**config.mk**
```make
export PLATFORM = sky130hd
export DESIGN_NAME = flex_down_timer
export DESIGN_NICKNAME = d
export VERILOG_FILES = /design/src/rtl/flex_down_timer.sv
export SDC_FILE = /design/constraint.sdc
export NUM_CORES = 1
export LEC_CHECK = 0
export CAP_MARGIN = 20
export CORE_UTILIZATION = 50
export CTS_BUF_LIST = sky130_fd_sc_hd__clkbuf_2 sky130_fd_sc_hd__clkbuf_4 sky130_fd_sc_hd__clkbuf_8
export CTS_CLUSTER_DIAMETER = 80
export DETAILED_ROUTE_END_ITERATION = 8
export GPL_TIMING_DRIVEN = 1
export PLACE_DENSITY = 0.76
export SYNTH_ARGS = -nofsm -noshare
export SYNTH_HDL_FRONTEND = slang
export SYNTH_SLANG_ARGS = --single-unit
```
**constraint.sdc**
```tcl
create_clock -name clk -period 2.1 [get_ports clk]
set_input_delay 0.525 -clock clk [delete_from_list [all_inputs] [get_ports clk]]
set_output_delay 0.525 -clock clk [all_outputs]
set_load 0.02 [all_outputs]
```
**src/rtl/flex_down_timer.sv**
```systemverilog
// flex_down_timer: programmable down-counting timer with one-shot and periodic
// (auto-reload) modes. Count, expire strobe and done flag are all registered;
// busy is decoded from the state register alone.
module flex_down_timer #(
  parameter int unsigned NUM_CNT_BITS = 4
) (
  input  logic                    clk,
  input  logic                    n_rst,
  input  logic                    clear,
  input  logic                    load,
  input  logic [NUM_CNT_BITS-1:0] load_val,
  input  logic                    start,
  input  logic                    stop,
  input  logic                    count_enable,
  input  logic                    periodic,
  output logic [NUM_CNT_BITS-1:0] count_out,
  output logic                    expire_pulse,
  output logic                    done_flag,
  output logic                    busy
);

  typedef enum logic [1:0] {
    StIdle = 2'd0,
    StRun  = 2'd1,
    StDone = 2'd2
  } state_e;

  localparam logic [NUM_CNT_BITS-1:0] CntOne = NUM_CNT_BITS'(1);

  state_e                  r_state;
  state_e                  w_state_d;
  logic [NUM_CNT_BITS-1:0] r_count;
  logic [NUM_CNT_BITS-1:0] w_count_d;
  logic [NUM_CNT_BITS-1:0] r_reload;
  logic [NUM_CNT_BITS-1:0] w_reload_d;
  logic                    r_expire;
  logic                    w_expire_d;
  logic                    r_done;
  logic                    w_done_d;

  // State and datapath registers, asynchronously cleared.
  always_ff @(posedge clk or negedge n_rst) begin
    if (!n_rst) begin
      r_state  <= StIdle;
      r_count  <= '0;
      r_reload <= '0;
      r_expire <= 1'b0;
      r_done   <= 1'b0;
    end else begin
      r_state  <= w_state_d;
      r_count  <= w_count_d;
      r_reload <= w_reload_d;
      r_expire <= w_expire_d;
      r_done   <= w_done_d;
    end
  end

  // Next-state logic; priority is clear, then load, then start/stop, then count.
  always_comb begin
    w_state_d  = r_state;
    w_count_d  = r_count;
    w_reload_d = r_reload;
    w_expire_d = 1'b0;
    w_done_d   = r_done;

    if (clear) begin
      w_state_d  = StIdle;
      w_count_d  = '0;
      w_reload_d = '0;
      w_done_d   = 1'b0;
    end else if (load) begin
      // Load aborts any run in progress and leaves the timer parked in idle.
      w_state_d  = StIdle;
      w_count_d  = load_val;
      w_reload_d = load_val;
      w_done_d   = 1'b0;
    end else begin
      case (r_state)
        StIdle, StDone: begin
          if (start) begin
            w_done_d = 1'b0;
            if (r_count != '0) begin
              // Resume from a stopped count.
              w_state_d = StRun;
            end else if (r_reload != '0) begin
              w_count_d = r_reload;
              w_state_d = StRun;
            end else begin
              // Zero-length timer expires immediately.
              w_state_d  = StDone;
              w_expire_d = 1'b1;
              w_done_d   = 1'b1;
            end
          end
        end
        StRun: begin
          if (stop) begin
            w_state_d = StIdle;
          end else if (count_enable) begin
            if (r_count > CntOne) begin
              w_count_d = r_count - CntOne;
            end else if (r_count == CntOne) begin
              w_expire_d = 1'b1;
              if (periodic) begin
                w_count_d = r_reload;
              end else begin
                w_count_d = '0;
                w_done_d  = 1'b1;
                w_state_d = StDone;
              end
            end
            // A zero count never decrements, so there is no wrap.
          end
        end
        default: begin
          w_state_d = StIdle;
        end
      endcase
    end
  end

  // Outputs come straight from registers.
  assign count_out    = r_count;
  assign expire_pulse = r_expire;
  assign done_flag    = r_done;
  assign busy         = (r_state == StRun);

endmodule

```
Word level (Yosys, flattened, before mapping)
Index checks and enable logic that the tools add are counted.

storage, ports and cells
  register bits = 12
  input bits = 12
  output and inout bits = 7
  logic and storage cells = 75

operators by class
  add/sub/neg operators = 1
  order comparisons = 1
  equal/unequal tests = 16
  muxes and demuxes = 43
  reductions and logical operators = 9

operators with widths
  cell                   number
  $mux W4                12
  $ne A4 B4 Y1 const B   7
  $mux W2                10
  $mux W1                17
  $ne A5 B5 Y1 const B   3
  $reduce_and A7 Y1      2
  $reduce_bool A4 Y1     3
  $pmux W4 S2            1
  $ne A5 B3 Y1 const B   1
  $ne A5 B4 Y1 const B   1
  $reduce_and A5 Y1      1
  $eq A4 B1 Y1 const B   1
  $gt A4 B1 Y1 const B   1
  $ne A4 B3 Y1 const B   1
  $pmux W1 S2            2
  $pmux W2 S2            1
  $sub A4 B1 Y4 const B  1
  $eq A2 B1 Y1 const B   1
  $eq A2 B2 Y1 const B   1
  $logic_not A2 Y1       1
  $reduce_bool A2 Y1     1
  $reduce_or A2 Y1       1

Logic depth before layout (Yosys ltp)
Gate-level depths: netlist of run 1.

  word-level depth = 8
  gate-level depth with buffers = 6
  depth with buffers taken out = 6

Worst setup path before layout of run 1
OpenSTA, ideal clock, no wires.

  kind = register -> register
  start = register r_count[0], in the netlist count_out[0]
  end = register r_count[2], in the netlist count_out[2]
  library setup time = 0.137 ns
  arrival = 1.770 ns
  setup slack = 0.193 ns
  cell stages (with the launch flop) = 7
  path buffers = 0
  period minus slack after synthesis = 1.907 ns
  cells stage by stage = dfrtp_1 -> inv_1 -> ha_1 -> or2_2 -> a21o_1 -> a311oi_1 -> o41ai_2

between the ends
  longest elaborated chain between the ends = 7

ends and longest elaborated chain
  element                                        RTL line  source
  start, declared                                32        logic [NUM_CNT_BITS-1:0] r_count;
  start signal, assigned                         51        r_count <= w_count_d;
  $sub A4 B1 Y4 or $gt A4 B1 Y1 (tied branches)  101, 100
  $mux W4                                        100       if (r_count > CntOne) begin
  $mux W4                                        99        end else if (count_enable) begin
  $mux W4                                        97        if (stop) begin
  $pmux W4 S2                                    78        case (r_state)
  $mux W4                                        71        end else if (load) begin
  $mux W4                                        66        if (clear) begin

Several ways; a longest one is shown, not always the timed one. The select of a mux whose other input is x is not followed.
A chain may end at the register's enable or synchronous reset.

Worst setup path in the final report of run 1
  start = register r_count[0], in the netlist count_out[0]
  end = register r_count[0], in the netlist count_out[0]

Same word-level chain as after synthesis.

==> impl_metrics.tcl, run 1 <==
set metrics [dict create \
    yosys_warnings 0 \
    clk_pin_slew_worst_paths_ps 80 \
    ir_drop_uv 423 \
    synth_seq_area_share 0.347 \
    grt_antenna_before_repair 0 \
    status "finished clean" \
    regArea_um2 300 \
    slew_headroom 0.631 \
    switchingPower_mw 0.224 \
    synth_area_per_cell_um2 10.2 \
    finalCriticalPeriod_ps 2000 \
    grt_pass1_vias 840 \
    cts_root_buffer "clkbuf_4" \
    synthCells 85 \
    drv_slew 0 \
    die-area_mm2 0.00190 \
    drc 0 \
    nFillCells 114 \
    insertion_delay_ps 280 \
    final_nets 126 \
    sw_frac_of_total 0.328 \
    num_antenna_cells 0 \
    worst_pin_slew_ps 551 \
    start_kind "flop" \
    synth-seq-cells 12 \
    grt_pass1_wl_mm 4.09 \
    finalCritPeriodShare 0.952 \
    total_power_mw 0.683 \
    gp_congestion 0.889 \
    fin_tns_setup_ps 0 \
    rsz0062_at_grt "false" \
    die_h_um 43.6 \
    worst_clock_skew_ps 3.92 \
    syn_to_final_growth_pct 32.7 \
    final_antenna_net_count 0 \
    design_area_mm2 0.00115 \
    cts_tree "built" \
    report.final.setup_viol 0 \
    hold_viol 0 \
    gr-usage-all-layers 0.297 \
    via_count 814 \
    powerDensity_mw_per_mm2 595 \
    p_clk_frac 0.281 \
    cp.arrival_ps 2150 \
    fin_util 0.736 \
    endpoint_kind "flop" \
    fin_cells 127 \
    dominantRegCellSynth "dfrtp_1" \
    cts_setup_buffers 0 \
    port_buffers 18 \
    globalRouteOverflowTotal 0 \
    min_path_type "flop to flop" \
    htree_num_levels 1 \
    start_util 0.555 \
    wire_per_inst_um 18.4 \
    path_class "flop to flop" \
    synth_fp_nets 99 \
    p_int_mw 0.459 \
    p_comb_frac 0.327 \
    numClockSinks 12 \
    reg2regPathDepth 6 \
    placed_area_mm2 0.00110 \
    fmax_mhz 500 \
    cellLeakagePower_nw 0.488 \
    hold_path_depth 2 \
    firstDrtPassIters 4 \
    io_pins 19 \
    drv_cap 0 \
    clockBufferDepth 2 \
    grt_max_degree 13 \
    die_w_um 43.6 \
    viasPerCell 6.41 \
    ys_types 36 \
    first_iter_violations 31 \
    power_frac_seq 0.392 \
    worst_ep_required_time_ps 2250 \
    dp_cells 123 \
    drive_gt1_frac 0.216 \
    drt_wl_total_mm 2.34 \
    path_max_fanout 7 \
    core_mm2 0.00156 \
    multi_input_area_um2 529 \
    hpwl_mm 1.72 \
    core.rowCount 14 \
    synth_area_um2 865 \
    synth_edf_count 0 \
    cts_buffers 3 \
    async_flop_share 1.00 \
]
-- logic make-up after synthesis --
family / Yosys count / share of synthesized area
DFF: 12 / 0.347
muxes: 4 / 0.0463
AOI/OAI and AO/OA: 32 / 0.344
and+or+nand+nor: 25 / 0.187
adders and majority gates: 2 / 0.0289
buffers and inverters: 10 / 0.0463
-- worst max-delay path, cell delays in order, from the launching register on --
cell and delay, ps:
dfrtp_1 460, inv_1 100, ha_2 230, or3b_4 430
o32ai_4 360, o21a_4 200, o31ai_1 90
-- metal layers --
layer | vias up | part of all wire | GRT usage
li1 | 382 | - | -
met1 | 383 | 0.42 | 0.406
met2 | 40 | 0.50 | 0.466
met3 | 9 | 0.057 | 0.0375
met4 | 0 | 0.022 | 0.144
met5 | - | 0 | 0
-- cell type report --
type	instances	area share
clock buffers	4	0.0316
repair buffers	25	0.205
well taps	16	0.0174
multi-input cells	63	0.461
inverters	7	0.0229
flip-flops and latches	12	0.262
-- sequential cells by signal (all words and copies together) (netlist names) --
signal,cells
count_out,4
done_flag,1
expire_pulse,1
r_reload,4
r_state,2
-- through the flow --
step / worst slack, ps / hold slack, ps
detailed placement: 16.8 / 519
global route: 0.103 / 566
CTS: 38.9 / 544
global placement: 73.9 / 505
floorplan: 193 / 229
finish: 101 / 546
-- cell usage after synthesis, types with 2 or more instances --
cell type | n | area share
or4_4 | 2 | 0.026
o2bb2ai_1 | 2 | 0.020
nand2_1 | 2 | 0.0087
a21o_1 | 3 | 0.026
mux2i_1 | 4 | 0.046
nand2b_1 | 2 | 0.014
dfrtp_1 | 12 | 0.35
nor2_1 | 5 | 0.022
ha_1 | 2 | 0.029
a311oi_1 | 4 | 0.041
o31ai_1 | 4 | 0.035
buf_2 | 2 | 0.012
o41ai_2 | 2 | 0.038
a211oi_1 | 2 | 0.017
a21oi_1 | 4 | 0.023
o21ai_0 | 2 | 0.012
nor2b_1 | 3 | 0.022
inv_1 | 7 | 0.030
o211ai_1 | 4 | 0.035
-- layout by cell type, fill, tap and decap left out, drive strengths merged, types with 4 or more instances in the layout --
cell type / synthesis / routed
clkdlybuf4s50: 0 / 17
clkbuf: 1 / 4
buf: 2 / 7
a311oi: 4 / 4
inv: 7 / 7
dfrtp: 12 / 12
mux2i: 4 / 4
nor2: 6 / 6
a21oi: 4 / 4
o211ai: 4 / 4
o31ai: 4 / 4
-- what timing repair did --
| action | 4_1_cts | 5_1_grt |
|---|---|---|
| hold buffers | 0 | 0 |
| resized for setup | 1 | 3 |
| pin swaps | 0 | 1 |
| endpoints found under the setup margin | 1 | 5 |
| endpoints found under the hold margin | 0 | 0 |
-- final timing paths --
kind	start	endpoint	slack [ps]
worst max-delay path	count_out[0]$_DFFE_PN0P_	count_out[0]$_DFFE_PN0P_	100
worst min-delay path	r_state[1]$_DFFE_PN0P_	r_state[1]$_DFFE_PN0P_	550
worst max register to register	count_out[0]$_DFFE_PN0P_	count_out[0]$_DFFE_PN0P_	100
worst min register to register	r_state[1]$_DFFE_PN0P_	r_state[1]$_DFFE_PN0P_	550
max in group asynchronous	n_rst	count_out[0]$_DFFE_PN0P_	1140
min in group asynchronous	n_rst	r_reload[2]$_DFFE_PN0N_	590
-- power by group through the flow --
stage	clock [mW]	combinational (mW)	sequential, mW
2_1_floorplan	0	0.121	0.280
3_3_place_gp	0	0.208	0.271
3_5_place_dp	0	0.215	0.272
4_1_cts	0.190	0.219	0.267
5_1_grt	0.207	0.241	0.271
6_report	0.192	0.224	0.268
(Power assumes the default switching activity.)
==> run 2, diff against run 1 <==
==> constraint.sdc (replaced) <==
create_clock -name clk -period 1.92 [get_ports clk]
set_input_delay 0.48 -clock clk [delete_from_list [all_inputs] [get_ports clk]]
set_output_delay 0.48 -clock clk [all_outputs]
set_load 0.02 [all_outputs]
==> impl_metrics.tcl, run 2 (synthesis gave the netlist of run 1 again) <==
set metrics [dict create \
    min_path_type "flop to flop" \
    endpoint_kind "flop" \
    powerDensity_mw_per_mm2 592 \
    nFillCells 108 \
    start_kind "flop" \
    fmax_mhz 532 \
    setup_slack_ps 39.8 \
    worst_pin_slew_ps 573 \
    pre_cts_ws_ps -93.4 \
    insertion_delay_ps 270 \
    via_count 817 \
    finalCriticalPeriod_ps 1880 \
    hold_slack_ps 525 \
    finalCritPeriodShare 0.979 \
    cellLeakagePower_nw 0.544 \
    worstReg2RegStart "count_out[0]$_DFFE_PN0P_" \
    gp_congestion 0.875 \
    dp_cells 129 \
    core_mm2 0.00156 \
    placed_area_mm2 0.00115 \
    slowest_delay_ps 400 \
    wire_per_inst_um 16.1 \
    die_w_um 43.6 \
    first_iter_violations 14 \
    grt_pass1_wl_mm 3.67 \
    rsz0062_at_grt "true" \
    path_max_fanout 4 \
    clk_pin_slew_worst_paths_ps 70 \
    path_class "flop to flop" \
    core.rowCount 14 \
    die-area_mm2 0.00190 \
    htree_num_levels 1 \
    status "finished clean" \
    drc 0 \
    clockBufferDepth 2 \
    worst_clock_skew_ps 2.54 \
    design_area_mm2 0.00118 \
    ctsHoldBuffers 0 \
    syn_to_final_growth_pct 36.2 \
    worstHoldStart "done_flag$_DFFE_PN0P_" \
    grt_pass1_vias 818 \
    r2r_setup_slack_ps 40 \
    worst_hold_path.endpoint "done_flag$_DFFE_PN0P_" \
    gr-usage-all-layers 0.264 \
    worst_ep_required_time_ps 2100 \
    cp_slowest_cell "dfrtp_1" \
    critPathTopFamily "compound AO/OA/AOI/OAI gates" \
    ir_drop_uv 437 \
    cts_buffers 3 \
    grt_max_degree 13 \
    viasPerCell 6.19 \
    num_antenna_cells 0 \
    globalRouteOverflowTotal 0 \
    slew_headroom 0.617 \
    port_buffers 18 \
    cts_tree "built" \
    fin_tns_setup_ps 0 \
    path_cells "inv_1, ha_1, or2_2, a211oi_1, a311oi_1, o31ai_1" \
    drive_gt1_frac 0.233 \
    r2r-end "count_out[0]$_DFFE_PN0P_" \
    hold_viol 0 \
    cp.arrival_ps 2060 \
    total_power_mw 0.697 \
    grt_antenna_before_repair 0 \
    io_pins 19 \
    final_nets 132 \
    cts_root_buffer "clkbuf_4" \
    drt_wl_total_mm 2.13 \
    final_antenna_net_count 0 \
    firstDrtPassIters 4 \
    hold_path_depth 2 \
    die_h_um 43.6 \
    fin_cells 132 \
    report.final.setup_viol 0 \
    numClockSinks 12 \
    reg2regPathDepth 6 \
    layout_commonest_cell "clkdlybuf4s50_1" \
    drv_cap 0 \
    final_cell_mix "clkdlybuf4s50_1, buf_4, dfrtp_1" \
    critPathBufInv 1 \
    fin_util 0.755 \
    start_util 0.555 \
    hpwl_mm 1.65 \
    drv_slew 0 \
]
## run 2: cell types whose count changed in the layout (fill, tap and decap cells not counted), sizes merged
cell           change
clkdlybuf4s50      -3
dlymetal6s2s       +2
dlygate4sd2        +1
buf                +6
clkbuf             -1
## run 2: per-layer routing
metal	GRT usage	up-vias	wire [µm]
met3	0.0583	2	155
met2	0.424	34	998
met4	0.0813	0	10
li1	-	400	-
met1	0.357	381	962
met5	0	-	0
## run 2: what timing repair did
action                     4_1_cts  5_1_grt
setup endpoints to repair        1        5
gates resized for setup          1        3
pin swaps                        0        0
buffers inserted                 0        0
## run 2: worst max path at each step
stage,from,slack (ps),endpoint,cells after the start
after floorplan,count_out[0]$_DFFE_PN0P_,10,count_out[2]$_DFFE_PN0P_,6
after global placement,start,-30,count_out[3]$_DFFE_PN0P_,5
after detailed placement,start,-90,count_out[2]$_DFFE_PN0P_,5
after CTS,count_out[2]$_DFFE_PN0P_,30,count_out[2],1
after global routing,count_out[0]$_DFFE_PN0P_,-10,count_out[2]$_DFFE_PN0P_,7
final,count_out[0]$_DFFE_PN0P_,40,count_out[0]$_DFFE_PN0P_,6
## run 2: area by class of cell
| class | instances | area [µm²] | area share |
|---|---|---|---|
| clock buffers | 3 | 22.5 | 0.0191 |
| inverters | 7 | 26.3 | 0.0223 |
| multi-input cells | 63 | 524 | 0.445 |
| flip-flops and latches | 12 | 300 | 0.255 |
| well taps | 16 | 20.0 | 0.0170 |
| repair buffers | 31 | 284 | 0.241 |
## run 2: report_power, final
group          internal (mW)  switching, mW  total [mW]  leakage [nW]
Combinational          0.124          0.130       0.253         0.370
Sequential             0.270         0.0187       0.288         0.160
Clock                 0.0726         0.0826       0.155        0.0138
## run 2: tightest hold or removal path, cell delays in order, from the launching register on
cell	delay, ps
dfrtp_1	380
inv_1	50
a21oi_1	60
